File: src/rtl/awgn_pkg.sv
// Shared constants, types and helpers for the AWGN range-reduction datapath.
package awgn_pkg;

    localparam int AWGN_U_WIDTH  = 48;
    localparam int AWGN_SH_WIDTH = 6;

    // Per-word shift source: external amount or leading-zero count.
    typedef enum logic {
        SHIFT_EXT  = 1'b0,
        SHIFT_AUTO = 1'b1
    } shift_mode_t;

    // Ceiling log2; clog2(1) = 0.
    function automatic int clog2(input int value);
        int r;
        r = 0;
        while ((1 << r) < value) begin
            r = r + 1;
        end
        return r;
    endfunction

endpackage

File: src/rtl/awgn_lzc.sv
// Combinational leading-zero counter. An all-zero word returns WIDTH.
module awgn_lzc
    import awgn_pkg::*;
#(
    parameter int WIDTH = AWGN_U_WIDTH,
    parameter int CW    = clog2(WIDTH + 1)
) (
    input  logic [WIDTH-1:0] data_in,
    output logic [CW-1:0]    count_out
);

    // Scan upward so the highest set bit is the last (winning) assignment.
    always_comb begin
        count_out = CW'(WIDTH);
        for (int i = 0; i < WIDTH; i++) begin
            if (data_in[i]) begin
                count_out = CW'(WIDTH - 1 - i);
            end
        end
    end

endmodule

File: src/rtl/u0_normalizer.sv
// Three-stage pipelined left shifter / normaliser with a global-stall
// valid/ready handshake. S1 captures the word and the clamped shift amount,
// S2 applies the upper (coarse) shift levels, S3 the lower (fine) levels.
module u0_normalizer
    import awgn_pkg::*;
#(
    parameter int WIDTH = AWGN_U_WIDTH,
    parameter int SHW   = AWGN_SH_WIDTH
) (
    input  logic             clk,
    input  logic             reset,
    input  logic             in_valid,
    output logic             in_ready,
    input  logic [WIDTH-1:0] u_in,
    input  logic [SHW-1:0]   shamt_in,
    input  logic             mode_in,
    output logic             out_valid,
    input  logic             out_ready,
    output logic [WIDTH-1:0] x_out,
    output logic [SHW-1:0]   exp_out,
    output logic             zero_out
);

    // Coarse levels are the upper ceil(SHW/2) shift bits, fine the rest.
    localparam int NC  = (SHW + 1) / 2;
    localparam int NF  = SHW - NC;
    localparam int LZW = clog2(WIDTH + 1);
    localparam logic [SHW-1:0] SH_SAT = SHW'(WIDTH);

    // The shift field must be able to hold WIDTH itself (the saturated value).
    generate
        if (WIDTH < 2 || (2 ** SHW) <= WIDTH) begin : g_param_check
            $error("u0_normalizer: need WIDTH >= 2 and 2**SHW > WIDTH");
        end
    endgenerate

    // Pipeline state
    logic             v1_q,  v1_d;
    logic [WIDTH-1:0] u1_q,  u1_d;
    logic [SHW-1:0]   sh1_q, sh1_d;
    logic             v2_q,  v2_d;
    logic [WIDTH-1:0] u2_q,  u2_d;
    logic [SHW-1:0]   sh2_q, sh2_d;
    logic             v3_q,  v3_d;
    logic [WIDTH-1:0] x3_q,  x3_d;
    logic [SHW-1:0]   e3_q,  e3_d;
    logic             z3_q,  z3_d;

    logic             adv;
    logic [LZW-1:0]   lzc_cnt;
    logic [SHW-1:0]   sh_eff;
    logic [WIDTH-1:0] coarse_res;
    logic [WIDTH-1:0] fine_res;
    shift_mode_t      mode_sel;

    // Global stall: every stage moves together whenever the output slot frees.
    assign adv      = ~v3_q | out_ready;
    assign in_ready = adv & ~reset;
    assign mode_sel = shift_mode_t'(mode_in);

    awgn_lzc #(
        .WIDTH (WIDTH),
        .CW    (LZW)
    ) u_lzc (
        .data_in   (u_in),
        .count_out (lzc_cnt)
    );

    // Effective shift amount; external amounts clamp to WIDTH rather than wrap.
    always_comb begin
        sh_eff = shamt_in;
        if (mode_sel == SHIFT_AUTO) begin
            sh_eff = SHW'(lzc_cnt);
        end else if (shamt_in > SH_SAT) begin
            sh_eff = SH_SAT;
        end
    end

    // Coarse levels (MSB shift bits first), chained through per-level blocks.
    genvar gi;
    generate
        for (gi = 0; gi < NC; gi++) begin : g_coarse
            logic [WIDTH-1:0] lvl_in;
            logic [WIDTH-1:0] lvl;
            if (gi == 0) begin : g_first
                assign lvl_in = u1_q;
            end else begin : g_next
                assign lvl_in = g_coarse[gi-1].lvl;
            end
            assign lvl = sh1_q[SHW-1-gi] ? (lvl_in << (2 ** (SHW - 1 - gi))) : lvl_in;
        end
        assign coarse_res = g_coarse[NC-1].lvl;

        for (gi = 0; gi < NF; gi++) begin : g_fine
            logic [WIDTH-1:0] lvl_in;
            logic [WIDTH-1:0] lvl;
            if (gi == 0) begin : g_first
                assign lvl_in = u2_q;
            end else begin : g_next
                assign lvl_in = g_fine[gi-1].lvl;
            end
            assign lvl = sh2_q[NF-1-gi] ? (lvl_in << (2 ** (NF - 1 - gi))) : lvl_in;
        end
        assign fine_res = g_fine[NF-1].lvl;
    endgenerate

    // Next-state for all stages: hold on stall, advance (bubbles included) otherwise.
    always_comb begin
        v1_d  = v1_q;
        u1_d  = u1_q;
        sh1_d = sh1_q;
        v2_d  = v2_q;
        u2_d  = u2_q;
        sh2_d = sh2_q;
        v3_d  = v3_q;
        x3_d  = x3_q;
        e3_d  = e3_q;
        z3_d  = z3_q;
        if (adv) begin
            v1_d  = in_valid & in_ready;
            u1_d  = u_in;
            sh1_d = sh_eff;
            v2_d  = v1_q;
            u2_d  = coarse_res;
            sh2_d = sh1_q;
            v3_d  = v2_q;
            x3_d  = fine_res;
            e3_d  = sh2_q;
            z3_d  = (fine_res == '0);
        end
    end

    // Stage registers with synchronous reset.
    always_ff @(posedge clk) begin
        if (reset) begin
            v1_q  <= 1'b0;
            u1_q  <= '0;
            sh1_q <= '0;
            v2_q  <= 1'b0;
            u2_q  <= '0;
            sh2_q <= '0;
            v3_q  <= 1'b0;
            x3_q  <= '0;
            e3_q  <= '0;
            z3_q  <= 1'b0;
        end else begin
            v1_q  <= v1_d;
            u1_q  <= u1_d;
            sh1_q <= sh1_d;
            v2_q  <= v2_d;
            u2_q  <= u2_d;
            sh2_q <= sh2_d;
            v3_q  <= v3_d;
            x3_q  <= x3_d;
            e3_q  <= e3_d;
            z3_q  <= z3_d;
        end
    end

    assign out_valid = v3_q;
    assign x_out     = x3_q;
    assign exp_out   = e3_q;
    assign zero_out  = z3_q;

endmodule

File: config.mk
export PLATFORM = sky130hd
export DESIGN_NAME = u0_normalizer
export DESIGN_NICKNAME = d
export VERILOG_FILES = /design/src/rtl/awgn_pkg.sv /design/src/rtl/awgn_lzc.sv /design/src/rtl/u0_normalizer.sv
export SDC_FILE = /design/constraint.sdc
export NUM_CORES = 1
export LEC_CHECK = 0
export CORE_MARGIN = 1
export CORE_UTILIZATION = 39
export DETAILED_ROUTE_END_ITERATION = 12
export GPL_ROUTABILITY_DRIVEN = 0
export HOLD_SLACK_MARGIN = 0.08
export PLACE_DENSITY_LB_ADDON = 0.08
export SYNTH_ARGS = -nofsm -noshare
export SYNTH_HDL_FRONTEND = slang
export SYNTH_HIERARCHICAL = 1
export SYNTH_SLANG_ARGS = --single-unit
File: constraint.sdc
create_clock -name clk -period 2.6 [get_ports clk]
set_input_delay 0.78 -clock clk [delete_from_list [all_inputs] [get_ports clk]]
set_output_delay 0.78 -clock clk [all_outputs]
set_load 0.005 [all_outputs]
* Yosys cells after proc, flatten, opt, wreduce, memory -nomap -nowiden
Cells that the tools add are included.
** Word-level totals
- Flip-flop bits (word level) :: 166
- Input bits :: 59
- Output and inout bits :: 57
- Logic and storage cells :: 73
** Operators by class
- Order comparisons :: 1
- Multiplexer cells :: 56
- Bitwise logic cells :: 5
- Reduce and logical (&&, ||, !) cells :: 1
** Operators with widths (number)
- $mux 48 :: 6
- $mux 6 :: 34
- $mux 5 :: 16
- $logic_not 48->1 :: 1
- $gt 6x6->1 const B :: 1
- $and 1x1->1 :: 2
- $not 1->1 :: 2
- $or 1x1->1 :: 1

* Depth between registers and ports, before layout
Gate-level depths: netlist (run 1).
- Depth after elaboration :: 49
- Mapped depth :: 9
- Mapped depth without buffers :: 9

* Modules after synthesis
Netlist (run 1), hierarchy kept.
** By module, submodules not included
- u0_normalizer :: instances 1, cells an instance 934, area each 8284.2 sq um
- awgn_lzc :: instances 1, cells an instance 108, area each 615.6 sq um

* Least setup slack after synthesis (run 1)
No wires, ideal clock.
- Kind :: flip-flop to flip-flop
- Start :: reg sh2_q[2]
- End :: reg z3_q, in the netlist zero_out
- Arrival :: 2194 ps
- Data required time :: 2504 ps
- Setup slack :: 310 ps
- Stages on the path, launching flop included :: 8
- Buffers on the path :: 2
- Path through :: dfxtp_1 > clkbuf_1 > buf_1 > mux4_2 > nor4_2 > o2111ai_1 > or3_1 > o41ai_2
** On the way
- Cells in the longest elaborated chain, start to end :: 4
** Ends and longest elaborated chain
- from (decl) :: line u0_normalizer.sv:43 : logic [SHW-1:0] sh2_q, sh2_d;
- from (signal assigned) :: line u0_normalizer.sv:141 : sh2_q <= '0;
- from (signal assigned) :: line u0_normalizer.sv:152 : sh2_q <= sh2_d;
- $mux 48 (3 in series) :: line u0_normalizer.sv:102 : assign lvl = sh2_q[NF-1-gi] ? (lvl_in << (2 ** (NF - 1 - gi))) : lvl_in;
- $logic_not 48->1 :: line u0_normalizer.sv:129 : z3_d = (fine_res == '0);
- to (signal assigned) :: line u0_normalizer.sv:156 : z3_q <= z3_d;
- to (decl) :: line u0_normalizer.sv:47 : logic z3_q, z3_d;
No other way between the ends.
A chain may end at the register's enable or synchronous reset.

* Final worst setup path (run 1)
- Start :: in out_ready
- End :: out in_ready
** On the way
- Cells in the longest elaborated chain, start to end :: 2
** Ends and longest elaborated chain
- from (decl) :: line u0_normalizer.sv:18 : input logic out_ready,
- $or 1x1->1 :: line u0_normalizer.sv:57 : assign adv = ~v3_q | out_ready;
- $and 1x1->1 :: line u0_normalizer.sv:58 : assign in_ready = adv & ~reset;
- to (decl) :: line u0_normalizer.sv:13 : output logic in_ready,
No other way between the ends.

==> flow_summary.json, run 1 <==
{
  "status": "complete, no violations",
  "multi_input_area_mm2": 0.005197,
  "fin_ws_ns": 0.1039,
  "grt_pass1_vias": 7740,
  "viasPerCell": 5.575,
  "ff2ff_path_depth": 6,
  "cts.sinks": 166,
  "synth_area_leaders": "dfxtp_1, mux4_2, mux2i_1",
  "crit_end": "in_ready",
  "start_util_pct": 40.28,
  "final_util_pct": 51.52,
  "yosys.area_share.xor_xnor_pct": 0,
  "worst-setup-path-type": "primary input to primary output",
  "postSynth.asyncResetShare_pct": 0,
  "reg2reg_to": "zero_out",
  "max_stage_delay_ns": 0.51,
  "dieArea_mm2": 0.02343,
  "min_period_ns": 2.496,
  "min-delay-path-class": "register to register",
  "ios": 116,
  "drv_slew": 0,
  "grt_pass1_wl_um": 42580,
  "crit_required_ns": 1.82,
  "synth.distinct_cells": 60,
  "clock_skew_ns": 0.009625,
  "finalCritPeriodShare_pct": 96.00,
  "via_count": 8140,
  "ys_ff_latch": 166,
  "clockBufferDepth": 2,
  "cts-buffers-inserted": 17,
  "dp_hpwl_um": 19960,
  "crit_path_start": "out_ready",
  "antenna_cells": 0,
  "synth_compound_area_share_pct": 17.81,
  "drt_iter0_drc": 487,
  "h-tree-depth": 4,
  "leakagePower_uw": 0.004179,
  "clk_latency_ns": 0.43,
  "die_w_um": 153.1,
  "synthSimpleGateAreaFrac_pct": 19.56,
  "netlist_instances": 1042,
  "antenna_found_initial": 0,
  "yosys-mux-area-fraction_pct": 20.69,
  "firstDrtPassIters": 4,
  "synth_common_cells": "nand2_1, dfxtp_1, nor2_1",
  "wl_per_cell_um": 18.25,
  "synth_edf_count": 0,
  "synth_top_family_by_area": "multiplexers",
  "yosysMostFrequentCell": "nand2_1",
  "clkTransAtPathRegs_ns": 0.07,
  "tritoncts": "yes",
  "ff_latch_area_mm2": 0.003328,
  "reg2reg_from": "sh2_q[1]",
  "crit_path_cell_trace": "dlygate4sd2_1, nor2b_4, nor2_2, clkdlybuf4s50_1",
  "grt_max_degree": 155,
  "totalWireLength_um": 26640,
  "gr-total-overflow": 0,
  "tightestPinTransition_ns": 0.8112,
  "avgSynthCellArea_um2": 8.541,
  "final_hold_viol_count": 0,
  "syn_area_mm2": 0.008900,
  "setup_tns_ns": 0,
  "drv_cap": 0,
  "max_freq_mhz": 400.6,
  "relSlewSlack_pct": 45.92,
  "syn_nets": 1101,
  "dp_slack_ns": -0.2178,
  "setup_viol": 0,
  "synth.largest_area_cell": "dfxtp_1",
  "cpMaxStageDelayCell": "clkdlybuf4s50_1",
  "fillerInstances": 2198,
  "drc_errors": 0,
  "syn_to_final_growth_pct": 27.91,
  "finalPower_uw": 6676,
  "cp-end-kind": "primary output",
  "rsz0062_at_grt": "no",
  "die_h_um": 153.1,
  "fin_nets": 1226,
  "irDropWorstVdd_v": 0.0003234,
  "num_rows": 54,
  "grt_usage_pct": 23.16,
  "yosysWarnings": 6,
  "core_mm2": 0.02209,
  "power_density_mw_per_mm2": 586.5,
  "cts_root_buf": "clkbuf_16",
  "layout-drive-gt1-share_pct": 14.66,
  "holdBufCountCts": 0,
  "synthAdderAreaFrac_pct": 0,
  "regToRegSetupSlack_ns": 0.19,
  "start_kind": "primary input",
  "arrival_ns": 1.72,
  "hold_start": "x_out[5]",
  "synth_top_cell_area_share_pct": 37.34,
  "port_buffers": 115,
  "ant_nets": 0,
  "yosysSeqAreaShare_pct": 37.34,
  "path_max_fanout": 2,
  "synthFlopType": "dfxtp_1"
}
report_power, final:
part / internal [µW] / total, µW / switching (µW)
clock network: 1690 / 2750 / 1060
registers: 2690 / 2870 / 177
logic: 544 / 1060 / 512
total: 4930 / 6680 / 1750
sequential cells by signal (all words and copies together), names as in the netlist:
| signal | count |
|---|---|
| exp_out | 6 |
| g_coarse.lvl_in | 48 |
| g_fine.lvl_in | 48 |
| out_valid | 1 |
| sh1_q | 6 |
| sh2_q | 6 |
| v1_q | 1 |
| v2_q | 1 |
| x_out | 48 |
| zero_out | 1 |
final cells by class:
class	count	share of cell area, %
timing repair buffer	195	16.01
inverter	11	0.3627
sequential	166	29.24
clock inverter	10	1.484
tap	280	3.078
clock buffer	22	4.166
multi-input combinational	776	45.66
through the flow:
| step | hold WS (ns) | instances | instance area, µm² |
|---|---|---|---|
| 3_5_place_dp | 0.4451 | 1428 | 10730 |
| 4_1_cts | 0.4540 | 1460 | 11370 |
| 3_3_place_gp | 0.4409 | 1428 | 10730 |
| 2_1_floorplan | 0.4290 | 1042 | 8900 |
| 5_1_grt | 0.4731 | 1460 | 11380 |
| 6_report | 0.4523 | 1460 | 11380 |
cell usage in the layout, fill, tap and decap left out, types with 6 or more instances in the layout:
master,netlist,layout
nor2_1,125,124
nand2_1,177,177
dfxtp_1,166,162
a2bb2oi_1,9,9
a211oi_1,61,61
inv_1,8,8
buf_4,2,75
mux4_2,42,42
a21oi_1,86,86
a22o_1,8,8
o211ai_1,12,12
nor2b_1,7,6
o21ai_1,20,20
nor4_1,19,17
clkdlybuf4s50_1,0,113
nor3_1,51,51
o21ai_0,9,9
nand3_1,6,6
a311oi_1,9,9
clkbuf_16,0,17
buf_12,0,6
mux2i_1,85,85
per-layer routing:
layer,wire length [µm],vias up,global-route usage (%)
li1,-,4074,-
met2,12400,228,37.16
met1,12370,3794,30.78
met4,929,0,10.10
met3,936,44,3.686
met5,0,-,0
how the worst min path moves through the flow:
stage                                  end  depth (start not counted)
finish                            x_out[5]                          2
global route                      x_out[4]                          2
CTS                 g_coarse[0].lvl_in[39]                          2
detailed placement              exp_out[5]                          2
global placement                      v1_q                          2
floorplan             g_fine[0].lvl_in[46]                          2
kinds of logic after synthesis:
logic type      count (synthesis)
buf+inv                       100
flops                         166
simple gates                  404
mux                           131
compound gates                241
worst max-delay path, delay by kind of cell:
family        cells  cell delay [ns]
simple gates      2             0.17
buf+inv           2             0.77
what timing repair did:
item,in CTS,in global routing
hold endpoints to repair,0,0
pin swaps,0,0
cloned,0,0
endpoints found under the setup margin,1,1
resized for setup,2,2
buffers inserted,0,0
(Power assumes the default switching activity.)
==> inputs of run 2 (changes only) <==
- GPL_TIMING_DRIVEN: default -> 0
- clock period: 2.6 -> 3.2 ns (I/O delays scaled with it)
==> flow_summary.json, run 2 (synthesis results as in run 1) <==
{
  "min-delay-path-class": "register to register",
  "reg2reg_from": "sh2_q[2]",
  "antenna_found_initial": 0,
  "holdPathStages": 2,
  "holdBufCountCts": 0,
  "worst-setup-path-type": "primary input to primary output",
  "grt_max_degree": 17,
  "tritoncts": "yes",
  "final_hold_viol_count": 0,
  "ff2ff_path_depth": 7,
  "hold_path_end": "exp_out[5]",
  "fillerInstances": 2225,
  "grt_use_met1_pct": 32.83,
  "grtUsageMet3_pct": 2.835,
  "whs_ns": 0.4490,
  "die_h_um": 153.1,
  "port_buffers": 114,
  "clk_latency_ns": 0.43,
  "core_mm2": 0.02209,
  "rsz0062_at_grt": "no",
  "viasPerCell": 5.769,
  "h-tree-depth": 4,
  "relSlewSlack_pct": 43.35,
  "totalWireLength_um": 30400,
  "cts-buffers-inserted": 17,
  "drv_slew": 0,
  "final_util_pct": 49.44,
  "tightestPinTransition_ns": 0.8498,
  "irDropWorstVdd_v": 0.0003064,
  "dieArea_mm2": 0.02343,
  "antenna_cells": 0,
  "clkPwrFrac_pct": 37.3,
  "ant_nets": 0,
  "drv_cap": 0,
  "netSwitchingPower_uw": 1424,
  "crit_required_ns": 2.24,
  "fin_nets": 1235,
  "grt_usage_pct": 26.17,
  "ios": 116,
  "arrival_ns": 2.15,
  "layout_common_cells": "nand2_1, dfxtp_1, nor2_1",
  "cts_root_buf": "clkbuf_16",
  "gr-total-overflow": 0,
  "hold_start": "exp_out[5]",
  "finalCritPeriodShare_pct": 97.31,
  "wl_per_cell_um": 20.73,
  "die_w_um": 153.1,
  "layout_commonest_cell": "nand2_1",
  "start_util_pct": 40.28,
  "num_rows": 54,
  "switching_share_pct": 28.15,
  "clockBufferDepth": 2,
  "power_density_mw_per_mm2": 463.2,
  "min_period_ns": 3.114,
  "drt_iter0_drc": 578,
  "grt_pass1_wl_um": 46670,
  "grt_use_met2_pct": 44.55,
  "status": "complete, no violations",
  "clock_skew_ns": 0.01300,
  "firstDrtPassIters": 5,
  "clkTransAtPathRegs_ns": 0.06,
  "setup_viol": 0,
  "via_count": 8458,
  "regToRegSetupSlack_ns": 0.24,
  "dp_hpwl_um": 24080,
  "syn_to_final_growth_pct": 22.73,
  "leakagePower_uw": 0.003842,
  "max_freq_mhz": 321.1,
  "reg2reg_to": "zero_out",
  "start_kind": "primary input",
  "combPwrFrac_pct": 16.8,
  "seqPwrFrac_pct": 45.9,
  "layout-drive-gt1-share_pct": 7.841,
  "path_max_fanout": 4,
  "busiest_layer": "met2",
  "cp-end-kind": "primary output",
  "cts.sinks": 166,
  "p_int_uw": 3636,
  "grt_pass1_vias": 8048,
  "drc_errors": 0
}
-- run 2: stage by stage --
stage	std cells	TNS, ns	cell area, µm²	total power [µW]	worst slack (ns)
CTS	1466	0	10920	5072	0.03006
floorplan	1042	0	8900	2810	0.8960
global route	1466	0	10920	5243	0.01248
detailed placement	1436	-11.03	10390	3205	-0.2474
finish	1466	0	10920	5060	0.08610
global placement	1436	-7.273	10390	3197	-0.2181
-- run 2: timing repair --
| action | 4_1_cts | 5_1_grt |
|---|---|---|
| pin swaps | 1 | 0 |
| setup endpoints to repair | 1 | 1 |
| gates cloned | 0 | 0 |
| gates resized for setup | 1 | 1 |
| endpoints found under the hold margin | 0 | 0 |
| buffers inserted | 1 | 0 |
-- run 2: power by group through the flow --
stage / Clock, µW / Sequential [µW] / Combinational [µW]
after floorplan: 0 / 2310 / 503
after global placement: 0 / 2360 / 837
after detailed placement: 0 / 2360 / 843
after CTS: 1910 / 2310 / 847
after global routing: 1990 / 2330 / 921
final: 1890 / 2320 / 852
-- run 2: critical path, stage by stage --
cell	delay, ns
clkdlybuf4s50_1	0.48
nor2b_2	0.07
nor2_2	0.13
clkdlybuf4s50_1	0.51
-- run 2: how the worst max path moves through the flow --
| stage | start | to | cells after the start |
|---|---|---|---|
| CTS | out_ready | in_ready | 4 |
| floorplan | u_in[32] | sh1_q[4] | 6 |
| global placement | reset | out_valid | 5 |
| finish | out_ready | in_ready | 4 |
| detailed placement | reset | sh1_q[0] | 5 |
| global route | out_ready | in_ready | 4 |
-- run 2: per-layer routing --
metal,vias to the layer above,share of wire (%)
met4,0,4.3
met2,340,48
met3,83,4.0
met5,-,0
met1,3965,44
li1,4070,-
-- run 2: area by class of cell --
type	instances	area, µm²	area share (%)
clock buffers	19	432.9	3.963
repair buffers	115	1149	10.52
plain buffers	89	367.9	3.368
flip-flops and latches	166	3323	30.42
well taps	280	350.3	3.207
inverters	11	41.29	0.3780
clock inverters	10	86.33	0.7904
multi-input cells	776	5172	47.35
==> inputs of run 3 (changes only) <==
- SLEW_MARGIN: default -> 20
- clock period: 3.2 -> 2.9 ns (I/O delays scaled with it)
==> flow_summary.json, run 3 (synthesis results as in run 1) <==
{
  "cpMostUsedCell": "nand2_1",
  "max_freq_mhz": 361.4,
  "busiest_layer": "met2",
  "tritoncts": "yes",
  "totalWireLength_um": 30400,
  "dieArea_mm2": 0.02343,
  "critical_path_buf_inv_count": 1,
  "regToRegSetupSlack_ns": 0.18,
  "syn_to_final_growth_pct": 22.79,
  "grt_pass1_vias": 8036,
  "placed_cells": 1436,
  "cts.sinks": 166,
  "layout_common_cells": "nand2_1, dfxtp_1, nor2_1",
  "rsz0062_at_grt": "no",
  "min-delay-path-class": "register to register",
  "clock_skew_ns": 0.01312,
  "status": "complete, no violations",
  "setup_viol": 0,
  "relSlewSlack_pct": 45.50,
  "holdBufCountCts": 0,
  "max_stage_delay_ns": 0.71,
  "fin_ws_ns": 0.1329,
  "final_hold_viol_count": 0,
  "crit_path_start": "u_in[16]",
  "min_period_ns": 2.767,
  "worst-setup-path-type": "primary input to register",
  "irDropWorstVdd_v": 0.0003328,
  "cpMaxStageDelayCell": "nor4_1",
  "start_kind": "primary input",
  "die_w_um": 153.1,
  "cts_root_buf": "clkbuf_16",
  "clkTransAtPathRegs_ns": 0.06,
  "setup_tns_ns": 0,
  "via_count": 8431,
  "grt_use_met2_pct": 44.55,
  "core_mm2": 0.02209,
  "finalCritPeriodShare_pct": 95.42,
  "grt_max_degree": 17,
  "firstDrtPassIters": 5,
  "die_h_um": 153.1,
  "gr-total-overflow": 0,
  "crit_path_cell_trace": "clkdlybuf4s50_1, nor4_1, o21ai_0, nand2_1, a31oi_1, nand2_1, o211ai_1, o21ai_1, nor2_1",
  "stdcell_count": 1466,
  "grtUsageMet3_pct": 2.807,
  "grt_use_met1_pct": 32.92,
  "drt_iter0_drc": 489,
  "final_util_pct": 49.46,
  "power_density_mw_per_mm2": 509.9,
  "ios": 116,
  "layout-drive-gt1-share_pct": 8.263,
  "wl_per_cell_um": 20.73,
  "grt_pass1_wl_um": 46720,
  "clockBufferDepth": 2,
  "dp_hpwl_um": 24080,
  "cts-buffers-inserted": 17,
  "fin_nets": 1235,
  "cp-end-kind": "register",
  "tightestPinTransition_ns": 0.8145,
  "path_max_fanout": 5,
  "drv_slew": 0,
  "h-tree-depth": 4,
  "crit_required_ns": 3.19,
  "num_rows": 54,
  "leakagePower_uw": 0.003858,
  "layout_commonest_cell": "nand2_1",
  "ant_nets": 0,
  "arrival_ns": 3.06,
  "hold_start": "exp_out[5]",
  "port_buffers": 114,
  "drv_cap": 0,
  "viasPerCell": 5.751,
  "start_util_pct": 40.28,
  "reg2reg_from": "sh2_q[2]",
  "dp_slack_ns": -0.4574,
  "grt_usage_pct": 26.19,
  "antenna_found_initial": 0,
  "drc_errors": 0,
  "clk_latency_ns": 0.43,
  "cp_top_family": "simple AND/OR/NAND/NOR gates",
  "antenna_cells": 0
}
==> run 3: cell types whose count changed in the layout (fill, tap and decap cells not counted), sizes merged <==
cell,previous run,this run
clkbuf,83,84
dlygate4sd2,0,1
clkdlybuf4s50,114,113
buf,26,25
==> run 3: worst min-delay path: cells and delay by family, from the launching register on <==
family / cells / cell delay (ns)
AOI/OAI and AO/OA: 1 / 0.05
DFF: 1 / 0.31
and+or+nand+nor: 1 / 0.05
==> run 3: repair_timing <==
item | CTS | global route
endpoints found under the hold margin | 0 | 0
pin swaps | 1 | 0
buffers inserted | 1 | 0
resized for setup | 5 | 5
endpoints found under the setup margin | 10 | 5
==> run 3: power by group <==
part | leakage (µW) | total [µW] | switching (µW) | internal [µW]
Clock | 0.000250 | 2070 | 914 | 1160
Sequential | 0.00136 | 2560 | 145 | 2420
Combinational | 0.00224 | 940 | 501 | 439
==> run 3: area by class of cell <==
type | instances | area (µm²)
buffer | 89 | 374.1
clock buffer | 19 | 432.9
clock inverter | 10 | 86.33
fill | 2225 | 11170
inverter | 11 | 41.29
multi-input combinational | 776 | 5172
sequential | 166 | 3323
tap | 280 | 350.3
timing repair buffer | 115 | 1147
==> run 3: stage by stage <==
stage                     total power (µW)  cell area (µm²)  hold slack (ns)
after global placement                3528            10390           0.4411
after CTS                             5597            10920           0.4525
after global routing                  5785            10930           0.4695
after floorplan                       3101             8900           0.4290
after detailed placement              3536            10390           0.4436
final                                 5573            10930           0.4490
==> run 3: worst paths after layout <==
| check | endpoint | depth (start not counted) |
|---|---|---|
| worst max-delay path | sh1_q[2] | 9 |
| worst min-delay path | exp_out[5] | 2 |
| worst max register to register | zero_out | 7 |
| worst min register to register | exp_out[5] | 2 |
==> run 3: layer usage <==
layer  up-vias  part of all wire (%)  routed length, µm
met5         -                     0                  0
met4         0                   4.3               1318
met3        87                   4.5               1383
met2       346                    48              14470
met1      3924                    43              13220
li1       4074                     -                  -
